File: src/rtl/alu_share_arbiter.sv
// alu_share_arbiter
//
// Purpose:
//   Time-shares one combinational EX-stage ALU between two requesters:
//   requester 0 is the main pipeline EX issue slot, requester 1 is a
//   secondary unit such as an address generator. At most one request is
//   granted per cycle. The granted operands and control go to the ALU, and
//   the ALU result and zero flag are captured into a one-entry output
//   register. That register is drained over a valid/ready response channel
//   and tagged with the owning requester.
//
// Configuration:
//   ALU_ARB_RR_EN  defined   -> round-robin on ties, using a 1-bit pointer
//                               `last` (reset value 1, so req0 wins the first tie)
//                  undefined -> fixed priority, req0 always wins (no pointer)
//
// Ports:
//   clk, rst_n                 clock (rising edge), async active-low reset
//   req{0,1}_valid/_ready      request handshake (ready is combinational)
//   req{0,1}_a/_b/_ctrl        request operands and ALU operation
//   alu_a, alu_b, alu_ctrl     drive the shared ALU (all zero when idle)
//   alu_out, alu_zero          ALU result and zero flag (combinational)
//   rsp_valid/_ready           response handshake
//   rsp_id, rsp_data, rsp_zero captured owner id, result and zero flag

module alu_share_arbiter #(
    parameter int unsigned WIDTH = 32,
    parameter int unsigned CTRLW = 3
) (
    input  logic             clk,
    input  logic             rst_n,

    input  logic             req0_valid,
    output logic             req0_ready,
    input  logic [WIDTH-1:0] req0_a,
    input  logic [WIDTH-1:0] req0_b,
    input  logic [CTRLW-1:0] req0_ctrl,

    input  logic             req1_valid,
    output logic             req1_ready,
    input  logic [WIDTH-1:0] req1_a,
    input  logic [WIDTH-1:0] req1_b,
    input  logic [CTRLW-1:0] req1_ctrl,

    output logic [WIDTH-1:0] alu_a,
    output logic [WIDTH-1:0] alu_b,
    output logic [CTRLW-1:0] alu_ctrl,
    input  logic [WIDTH-1:0] alu_out,
    input  logic             alu_zero,

    output logic             rsp_valid,
    input  logic             rsp_ready,
    output logic             rsp_id,
    output logic [WIDTH-1:0] rsp_data,
    output logic             rsp_zero
);

    logic             rsp_valid_q;
    logic             rsp_id_q;
    logic [WIDTH-1:0] rsp_data_q;
    logic             rsp_zero_q;

    logic slot_free;
    logic grant0;
    logic grant1;
    logic grant_any;

    // The output register can accept a new result when it is empty or is
    // being drained in this same cycle. This gives 1 op/cycle back-to-back.
    assign slot_free = ~rsp_valid_q | rsp_ready;
    assign grant_any = grant0 | grant1;

`ifdef ALU_ARB_RR_EN
    // last_q holds the id of the most recent grant. On a tie, the other
    // requester wins.
    logic last_q;

    always_comb begin
        grant0 = slot_free & req0_valid & (~req1_valid | last_q);
        grant1 = slot_free & req1_valid & (~req0_valid | ~last_q);
    end

    always_ff @(posedge clk or negedge rst_n) begin
        if (!rst_n) begin
            last_q <= 1'b1;
        end else if (grant_any) begin
            last_q <= grant1;
        end
    end
`else
    // Fixed priority: req1 only gets the ALU when req0 is idle.
    always_comb begin
        grant0 = slot_free & req0_valid;
        grant1 = slot_free & req1_valid & ~req0_valid;
    end
`endif

    assign req0_ready = grant0;
    assign req1_ready = grant1;

    // Operand mux. Idle cycles present add 0+0 so the ALU inputs do not toggle.
    always_comb begin
        alu_a    = '0;
        alu_b    = '0;
        alu_ctrl = '0;
        if (grant0) begin
            alu_a    = req0_a;
            alu_b    = req0_b;
            alu_ctrl = req0_ctrl;
        end else if (grant1) begin
            alu_a    = req1_a;
            alu_b    = req1_b;
            alu_ctrl = req1_ctrl;
        end
    end

    // One-entry result register: load on grant, clear valid on a drain with
    // no replacement, otherwise hold.
    always_ff @(posedge clk or negedge rst_n) begin
        if (!rst_n) begin
            rsp_valid_q <= 1'b0;
            rsp_id_q    <= 1'b0;
            rsp_data_q  <= '0;
            rsp_zero_q  <= 1'b0;
        end else if (grant_any) begin
            rsp_valid_q <= 1'b1;
            rsp_id_q    <= grant1;
            rsp_data_q  <= alu_out;
            rsp_zero_q  <= alu_zero;
        end else if (rsp_valid_q && rsp_ready) begin
            rsp_valid_q <= 1'b0;
        end
    end

    assign rsp_valid = rsp_valid_q;
    assign rsp_id    = rsp_id_q;
    assign rsp_data  = rsp_data_q;
    assign rsp_zero  = rsp_zero_q;

endmodule

File: config.mk
export PLATFORM = sky130hd
export DESIGN_NAME = alu_share_arbiter
export DESIGN_NICKNAME = d
export VERILOG_FILES = /design/src/rtl/alu_share_arbiter.sv
export SDC_FILE = /design/constraint.sdc
export NUM_CORES = 1
export LEC_CHECK = 0
export ABC_AREA = 1
export ABC_CLOCK_PERIOD_IN_PS = 1550
export CORE_AREA = 3 3 105 107
export DETAILED_ROUTE_END_ITERATION = 10
export DIE_AREA = 0 0 108 110
export GPL_TIMING_DRIVEN = 1
export PLACE_DENSITY = 0.71
export SLEW_MARGIN = 20
export SYNTH_ARGS = -nofsm -noshare
export SYNTH_HDL_FRONTEND = slang
export SYNTH_SLANG_ARGS = --single-unit
File: constraint.sdc
create_clock -name clk -period 1.55 [get_ports clk]
set_clock_uncertainty 0.15 [all_clocks]
set_input_delay 0.155 -clock clk [delete_from_list [all_inputs] [get_ports clk]]
set_output_delay 0.155 -clock clk [all_outputs]
set_load 0.01 [all_outputs]
# == Word-level counts from Yosys, hierarchy flattened ==
# Cells that the tools add are included.
# totals
register_bits,35
input_bits,172
output_inout_bits,104
# classes
mux,8
bitwise_logic,7
n_reduce_logical,2
# op_table
cell,count
32-bit 2-to-1 mux,4
3-bit 2-to-1 mux,2
1-bit bitwise AND,3
1-bit 2-to-1 mux,2
1-bit NOT,2
1-bit bitwise OR,2
2-bit nonzero test,1
1-bit logical AND,1

# == Logic depth before layout (Yosys ltp) ==
# Gate-level depths: netlist (run 1).
# logic_depth
word_depth,6
ltp_mapped,8
depth_no_buf,6

# == Worst setup path after synthesis (run 1) ==
# Ideal clock, no wire load.
# synth_timing
path_kind,register to output
startpoint,"reg rsp_valid_q, in the netlist rsp_valid"
endpoint,out alu_a[10]
t_arrival_ns,1.091
t_required_ns,1.245
path_slack_ns,0.154
stages_incl_launch_ff,8
n_path_buf,2
cell_sequence,dfrtp_1 -> nand2_2 -> nand2_1 -> inv_2 -> buf_6 -> buf_4 -> nand2_1 -> nand2_1
# synth_between
elab_chain_len,6
word_cells_on_any_way,7
# synth_rtl
element,line_no,rtl
"start, declared",58,logic rsp_valid_q;
"start signal, assigned",121,rsp_valid_q <= 1'b0;
"start signal, assigned",126,rsp_valid_q <= 1'b1;
"start signal, assigned",131,rsp_valid_q <= 1'b0;
1-bit NOT *,70,assign slot_free = ~rsp_valid_q | rsp_ready;
1-bit bitwise OR *,70,
1-bit bitwise AND (2 in series),94,grant1 = slot_free & req1_valid & ~req0_valid;
32-bit 2-to-1 mux,110,end else if (grant1) begin
32-bit 2-to-1 mux *,106,if (grant0) begin
"end, declared",45,"output logic [WIDTH-1:0] alu_a,"
# Mark *: on every way between the ends. The rest lies on a longest branch, timed or not.

# == Final worst setup path (run 1) ==
# layout_timing
startpoint,"reg rsp_valid_q, in the netlist rsp_valid"
endpoint,out alu_b[27]
# layout_between
elab_chain_len,6
word_cells_on_any_way,7
# layout_rtl
element,line_no,rtl
1-bit NOT *,70,
1-bit bitwise OR *,70,
1-bit bitwise AND (2 in series),94,
32-bit 2-to-1 mux,110,
32-bit 2-to-1 mux *,106,
"end, declared",46,"output logic [WIDTH-1:0] alu_b,"
# Marks and branches as above.

==> results by stage, run 1 <==
Timing:
- The headroom to the max-slew limit is 0.750.
- The final setup violation count is 103.
- After layout, the worst setup slack is -0.275 ns.
- The worst path in the final design needs a cycle of 1.82 ns, including I/O delays and setup.
- Setup repair after global routing could not meet its margin everywhere.
- In the finished design, the share of the clock period the worst path needs comes to 1.18.
- The transition at the pin with the smallest max-transition slack is 0.375 ns.
- The final count of pins violating max slew is 0.
- The hold violation count in the final report was 0.
- For this run, the top clock speed supported by timing is 548 MHz.

Placed design:
- Port buffering added 275 buffers.
- After legalization and detailed placement, the total HPWL measured 9970 microns.
- The number of placed instances, taps included, is 778.
- The routability-driven placement congestion ratio is 0.824.

Clocking:
- TritonCTS built the clock tree.
- The number of CTS-inserted buffers is 5.
- The clock net in this run drives a total of 35 sinks.
- No sink is reached through more buffers than the 2 on the longest clock path.
- After clock tree synthesis, the flow added hold-fix buffers numbering 0.
- The clock latency of the later-clocked register in the worst-skew pair is 0.27 ns.
- The clock-pin slew reported for the worst setup and hold paths after clock tree synthesis is 0.07 ns.
- In this run the number of H-tree levels came out at 2.
- The cell sitting at the root of the clock tree is a sky130_fd_sc_hd__clkbuf_8.

Setup path:
- Walking the worst path, the cells encountered are nand2_4 -> nand2_4 -> inv_8 -> buf_6 -> nand2_1 -> nand2_1 -> buf_2.
- The critical path's top delay family is buffers and inverters.
- The category of the worst setup path launch point is a register.
- The data required time of the critical path is 1.24 ns.
- The element type at the critical path end is an output port.
- The critical path data arrival time is 1.52 ns.
- The number of buffers and inverters on the critical path is 3.
- In this run the worst path has a maximum fanout of 11.
- Setup slack on the worst reg-to-reg path comes out at -0.08 ns.
- The library cell contributing the largest single delay on the critical path is sky130_fd_sc_hd__dfrtp_1.
- The delay of the slowest cell on the worst path is 0.41 ns.
- The category of the most critical setup path is register to output port.

Route:
- For this block, the via count after detailed routing is 3906.
- After detailed routing, the number of remaining DRC violations is 0.
- The final layout contains routed wiring with a total length of 15400 microns.
- Dividing the detail-routed via count by the number of cells gives 4.80.
- The per-cell routed wire length is 18.9 microns.
- The first-iteration detailed-routing DRC count is 244.
- The pre-antenna-repair detailed-routing pass consisted of 4 iterations.
- The remaining number of nets flagged by the antenna check after routing is 0.

GRT:
- After global routing the overflow that remains totals 0.
- The maximum number of pins on one net before global-route repair is 37.
- The number of antenna violations at the first check in global routing is 1.
- The first global-routing pass estimated 20200 microns of wire.
- The number of global-route vias before repair is 3726.
- For this run, the total global-route usage over all layers was measured as 0.217.

Power and ir drop:
- Of the total power, the clock network draws 0.155.
- The internal power of the cells totals 2.62 mW.
- The net switching power is 1.33 mW.
- The share of total power dissipated in sequential elements is 0.285.
- The share of total power dissipated in combinational logic is 0.561.
- The leakage power is 3.21 nW.
- Of the total power, the share spent switching nets is 0.337.
- For this design the ratio of total power to cell area is 605 nW/um^2.
- The overall power of the completed layout is 3.95 mW.
- The worst IR drop on VDD is 0.665 mV.

Synth:
- Each instance of the synthesized netlist takes up on average 6.52 sq um.
- The synthesized area is 2500 sq um.
- The synthesized net count is 555.
- For this run, the number of Yosys warnings is 0.
- The synthesized design contains 35 register bits.
- The count of mapped cells out of synthesis is 383.
- The netlist uses 17 different library cells.
- Of the synthesized area, sequential elements account for 0.351.

Finish:
- The count of filler cells inserted in the layout is 827.
- Relative to the synthesized area, the layout overhead comes to 162%.
- The final cell count without fillers is 814.
- The core occupancy in the finished layout is 0.638.
- The sequential cell area in the final layout is 876 sq um.
- The net count of the finished layout is 850.
- The share of layout cells above drive strength 1 is 0.335.
- The commonest non-fill, non-tap cell in the layout is sky130_fd_sc_hd__clkdlybuf4s50_1.
- In the final layout, the multi-input gates occupy 1870 sq um.
- In the layout the commonest cells are sky130_fd_sc_hd__clkdlybuf4s50_1, sky130_fd_sc_hd__nand2_1, sky130_fd_sc_hd__nand2_2.

Die:
- For this configuration, the core starts out at a cell density of 0.244.
- The floorplan die area is 11900 sq um.
- Measured along the y axis, the die boundary spans 110 microns.
- The horizontal extent of the die is 108 microns.
- Row generation in the floorplan step produced 37 rows.
- The placeable core region is 10200 sq um.
- In this run the count of I/O pins placed on the die edge is 276.

Hold path:
- The class of the tightest hold or removal check is primary input to asynchronous set/reset pin.

Run status:
- The run finished, with violations left.
- The checks that failed: setup timing.

Run:
- The max-cap violation count is 0.
==> per-layer routing <==
metal | vias up | wire (microns) | global-route usage | share of wire
li1 | 1842 | - | - | -
met1 | 1832 | 5690 | 0.258 | 0.37
met2 | 194 | 7980 | 0.383 | 0.52
met3 | 38 | 1230 | 0.0571 | 0.080
met4 | 0 | 457 | 0.0676 | 0.030
met5 | - | 0 | 0 | 0
==> cells in the mapped netlist <==
cell	count	area, sq um
sky130_fd_sc_hd__buf_1	1	3.75
sky130_fd_sc_hd__buf_2	19	95.1
sky130_fd_sc_hd__buf_4	5	37.5
sky130_fd_sc_hd__buf_6	4	45.0
sky130_fd_sc_hd__buf_8	1	15.0
sky130_fd_sc_hd__clkbuf_1	6	22.5
sky130_fd_sc_hd__dfrtp_1	35	876
sky130_fd_sc_hd__inv_1	1	3.75
sky130_fd_sc_hd__inv_2	2	7.51
sky130_fd_sc_hd__nand2_1	204	766
sky130_fd_sc_hd__nand2_2	1	6.26
sky130_fd_sc_hd__nand3_1	67	335
sky130_fd_sc_hd__nor2_1	1	3.75
sky130_fd_sc_hd__nor2_4	1	11.3
sky130_fd_sc_hd__o211ai_1	33	248
sky130_fd_sc_hd__o21ai_0	1	5.00
sky130_fd_sc_hd__o21ai_4	1	16.3
==> metrics by stage <==
step	worst slack, ns	hold WS [ns]	area, sq um	setup TNS, ns
floorplan	0.154	-0.291	2500	0
global placement	-0.618	0.315	5440	-54.45
detailed placement	-0.633	0.315	5440	-55.28
CTS	-0.242	0.0973	5990	-17.13
global route	-0.343	0.0911	6530	-22.19
finish	-0.275	0.0949	6530	-14.89
==> flip-flops by register name (all words and copies together) (netlist names) <==
name	cells
rsp_data	32
rsp_id	1
rsp_valid	1
rsp_zero	1
==> cells by family after synthesis <==
kind of cell / count (synthesis) / synth area share
AND/OR/NAND/NOR: 274 / 0.449
buffers and inverters: 39 / 0.0922
AO/OA/AOI/OAI: 35 / 0.108
flip-flops: 35 / 0.351
==> worst paths after layout <==
path	start	to	depth (start not counted)
hold reg to reg	rsp_data[22]	rsp_data[22]	2
hold / removal	rst_n	rsp_data[30]	2
setup reg to reg	rsp_valid	rsp_data[1]	8
min in group clk	req0_valid	rsp_id	4
max in group asynchronous	rst_n	rsp_id	2
setup / recovery	rsp_valid	alu_b[27]	7
==> power groups by stage <==
stage / sequential, mW / combinational [mW] / clock [mW]
finish: 1.12 / 2.22 / 0.611
global route: 1.14 / 2.34 / 0.678
CTS: 1.13 / 2.02 / 0.631
detailed placement: 1.14 / 1.78 / 0
global placement: 1.13 / 1.76 / 0
floorplan: 1.19 / 0.544 / 0
==> what timing repair did <==
item	4_1_cts	5_1_grt
setup buffers	11	5
pin swaps	14	30
endpoints found under the setup margin	104	112
cloned	15	2
endpoints found under the hold margin	0	0
resized for setup	364	127
==> final cells by class <==
type                            instances  share of cell area
Tap cell                              136              0.0261
Clock inverter                          1             0.00115
Inverter                                3             0.00287
Multi-Input combinational cell        309               0.287
Sequential cell                        35               0.134
Clock buffer                            5              0.0105
Timing Repair Buffer                  324               0.538
Antenna cell                            1            0.000383
Note: power is estimated with default switching activity, not from simulation.
==> run 2, diff against run 1 <==
- ABC_CLOCK_PERIOD_IN_PS: 1550 -> 2100
- CORE_AREA: 3 3 105 107 -> 3 3 106 108
- DIE_AREA: 0 0 108 110 -> 0 0 109 111
- PLACE_DENSITY: 0.71 -> 0.7
- clock period: 1.55 -> 2.1 ns (I/O delays scaled with it)
==> results by stage, run 2 (same netlist as run 1, synthesis figures left out) <==
Die:
- The placeable core region is 10300 sq um (+0.91%).
- The number of core rows is 37 (unchanged).
- The vertical die dimension came to 111 microns (+0.91%).
- The floorplan die area is 12100 sq um (+1.8%).
- The starting density of the core is 0.242 (-0.00219).
- The number of top-level pins is 276 (unchanged).
- The horizontal extent of the die is 109 microns (+0.93%).

GRT:
- The number of global-route vias before repair is 3570 (-4.2%).
- The number of antenna violations at the first check in global routing is 0 (-1).
- The first-pass GRT wire length came to 19800 microns (-1.6%).
- The maximum number of pins on one net before global-route repair came to 37 (unchanged).
- The total global routing track utilization came to 0.207 (-0.00993).
- The sum of overflow across all layers after global routing is 0 (unchanged).

Finish:
- Leaving out fill and tap cells, the most frequent cell in the layout is sky130_fd_sc_hd__clkdlybuf4s50_1.
- The core occupancy in the finished layout is 0.536 (-0.102).
- The number of flip-flops in the largest register is 32 (unchanged).
- The summed area of non-filler cells in the final layout was 5540 sq um (-15%).
- The share of layout cells above drive strength 1 was 0.0551 (-0.280).
- The count of antenna diodes in the layout was 0 (-1).
- In the layout the commonest cells are sky130_fd_sc_hd__clkdlybuf4s50_1, sky130_fd_sc_hd__nand2_1, sky130_fd_sc_hd__nand3_1.
- The layout-stage area growth over the synthesis result is 122%.
- The count of filler cells inserted in the layout was 1014 (+23%).
- The net count of the finished layout is 824 (-3.1%).

Clocking:
- The number of levels in the clock H-tree is 2 (unchanged).
- The number of CTS-inserted buffers is 5 (unchanged).
- The clock latency of the later-clocked register in the worst-skew pair is 0.28 ns (about the same).
- The clock-pin slew reported for the worst setup and hold paths after clock tree synthesis is 0.07 ns (about the same).
- The CTS tree is yes.
- The CTS root buffer is sky130_fd_sc_hd__clkbuf_8.
- The total number of clock tree sinks came to 35 (unchanged).
- The number of buffers on the longest clock path came to 2 (unchanged).

Power and ir drop:
- The total power density per cell area was 503 nW/um^2 (-17%).
- The overall power of the completed layout is 2.79 mW (-29%).
- The leakage power is 2.76 nW (-14%).
- The worst IR drop on VDD is 0.519 mV (-22%).

Setup path:
- The category of the worst setup path launch point is a primary input.
- The critical path data arrival time came to 1.66 ns (+0.14 ns).
- Walking the worst path, the cells encountered are clkdlybuf4s50_1 -> inv_2 -> nor2_4 -> buf_12 -> buf_12 -> nand3_1 -> nand2_1 -> dlygate4sd2_1.
- STA classifies the critical path endpoint as an output port.
- The category of the most critical setup path is primary input to output port.
- On the critical path, the stage with the largest delay is an instance of sky130_fd_sc_hd__clkdlybuf4s50_1.
- The cell repeated most along the worst path is sky130_fd_sc_hd__buf_12.
- The delay of the slowest cell on the worst path was 0.52 ns (+0.11 ns).
- The data required time of the critical path was 1.74 ns (+0.50 ns).
- The peak fanout along the critical path is 17 (+6).

Route:
- The iteration count of the initial detailed-routing pass is 4 (unchanged).
- The via density per instance is 4.58 (-4.5%).
- The count of unresolved DRC violations after routing is 0 (unchanged).
- The routed wire length is 13300 microns (-13%).
- The per-cell routed wire length was 16.9 microns (-10%).
- The first-iteration detailed-routing DRC count is 241 (-1.2%).
- The remaining number of nets flagged by the antenna check after routing came to 0 (unchanged).
- The overall via count from detail_route is 3617 (-7.4%).

Timing:
- The headroom to the max-slew limit was 0.448 (-0.302).
- The final setup violation count was 0 (-100%).
- Static timing analysis puts the maximum clock frequency at 495 MHz.
- The final critical-path required period is 2.02 ns.
- Of the available clock period, the critical path in the final layout requires 0.962.
- The final worst hold slack is 0.330 ns (+0.235 ns).
- The transition at the pin with the smallest max-transition slack is 0.829 ns (+0.453 ns).
- The final count of pins violating max slew is 0 (unchanged).
- Setup repair after global routing left no endpoint under its margin.
- The hold violation count in the final report is 0 (unchanged).

Hold path:
- The class of the tightest hold or removal check is register to register.

Placed design:
- The routability-driven placement congestion ratio was 0.882 (+7.1%).
- The area after detailed placement came to 5370 sq um (-1.4%).
- The count of buffers from port buffering is 275 (unchanged).
- The detailed-placement wirelength estimate is 10200 microns (+2.6%).

Run status:
- The flow ran to the end, and the final reports show no timing, DRC or antenna violations.

Run:
- The max-cap violation count is 0 (unchanged).
run 2: through the flow:
stage | TNS, ns | instances | setup slack (ns)
floorplan | 0 | 383 | 0.649
global placement | -15.75 | 775 | -0.238
detailed placement | -18.19 | 775 | -0.246
CTS | 0 | 787 | 0.0373
global route | 0 | 789 | 0.00367
finish | 0 | 789 | 0.0805
run 2: worst paths after layout:
check                      cells past startpoint  slack (ns)           end         start
min in group asynchronous                      2        0.39   rsp_data[0]         rst_n
min                                            2        0.33  rsp_data[17]  rsp_data[17]
max                                            8        0.08      alu_b[3]    req1_valid
min reg2reg                                    2        0.33  rsp_data[17]  rsp_data[17]
max reg2reg                                    6        0.25  rsp_data[18]     rsp_valid
max in group asynchronous                      2        0.91   rsp_data[8]         rst_n
run 2: final cells by class:
| class | count | area, sq um | area share |
|---|---|---|---|
| inverter | 3 | 11.3 | 0.00203 |
| multi-input combinational | 310 | 1410 | 0.254 |
| clock inverter | 2 | 60.1 | 0.0108 |
| sequential | 35 | 876 | 0.158 |
| tap | 136 | 170 | 0.0307 |
| clock buffer | 6 | 72.6 | 0.0131 |
| timing repair buffer | 297 | 2940 | 0.531 |
run 2: report_power, final:
part	total, mW	internal (mW)	switching [mW]
Combinational	1.24	0.703	0.537
Sequential	0.824	0.769	0.0546
Clock	0.723	0.475	0.248
run 2: what timing repair did:
item / in CTS / in global routing
endpoints found under the setup margin: 69 / 34
setup buffers: 1 / 0
gates cloned: 2 / 2
pin swaps: 1 / 1
hold endpoints to repair: 35 / 0
resized for setup: 71 / 5
hold buffers: 1 / 0
run 2: worst max-delay path: cells and delay by family:
family	cells	cell delay, ns
AND/OR/NAND/NOR	3	0.30
buffers and inverters	5	1.14
run 2: routing by layer:
metal  vias up  global-route usage  part of all wire
met3        17              0.0419             0.077
li1       1791                   -                 -
met1      1659               0.251              0.40
met2       150               0.370              0.51
met4         0              0.0480             0.018
met5         -                   0                 0
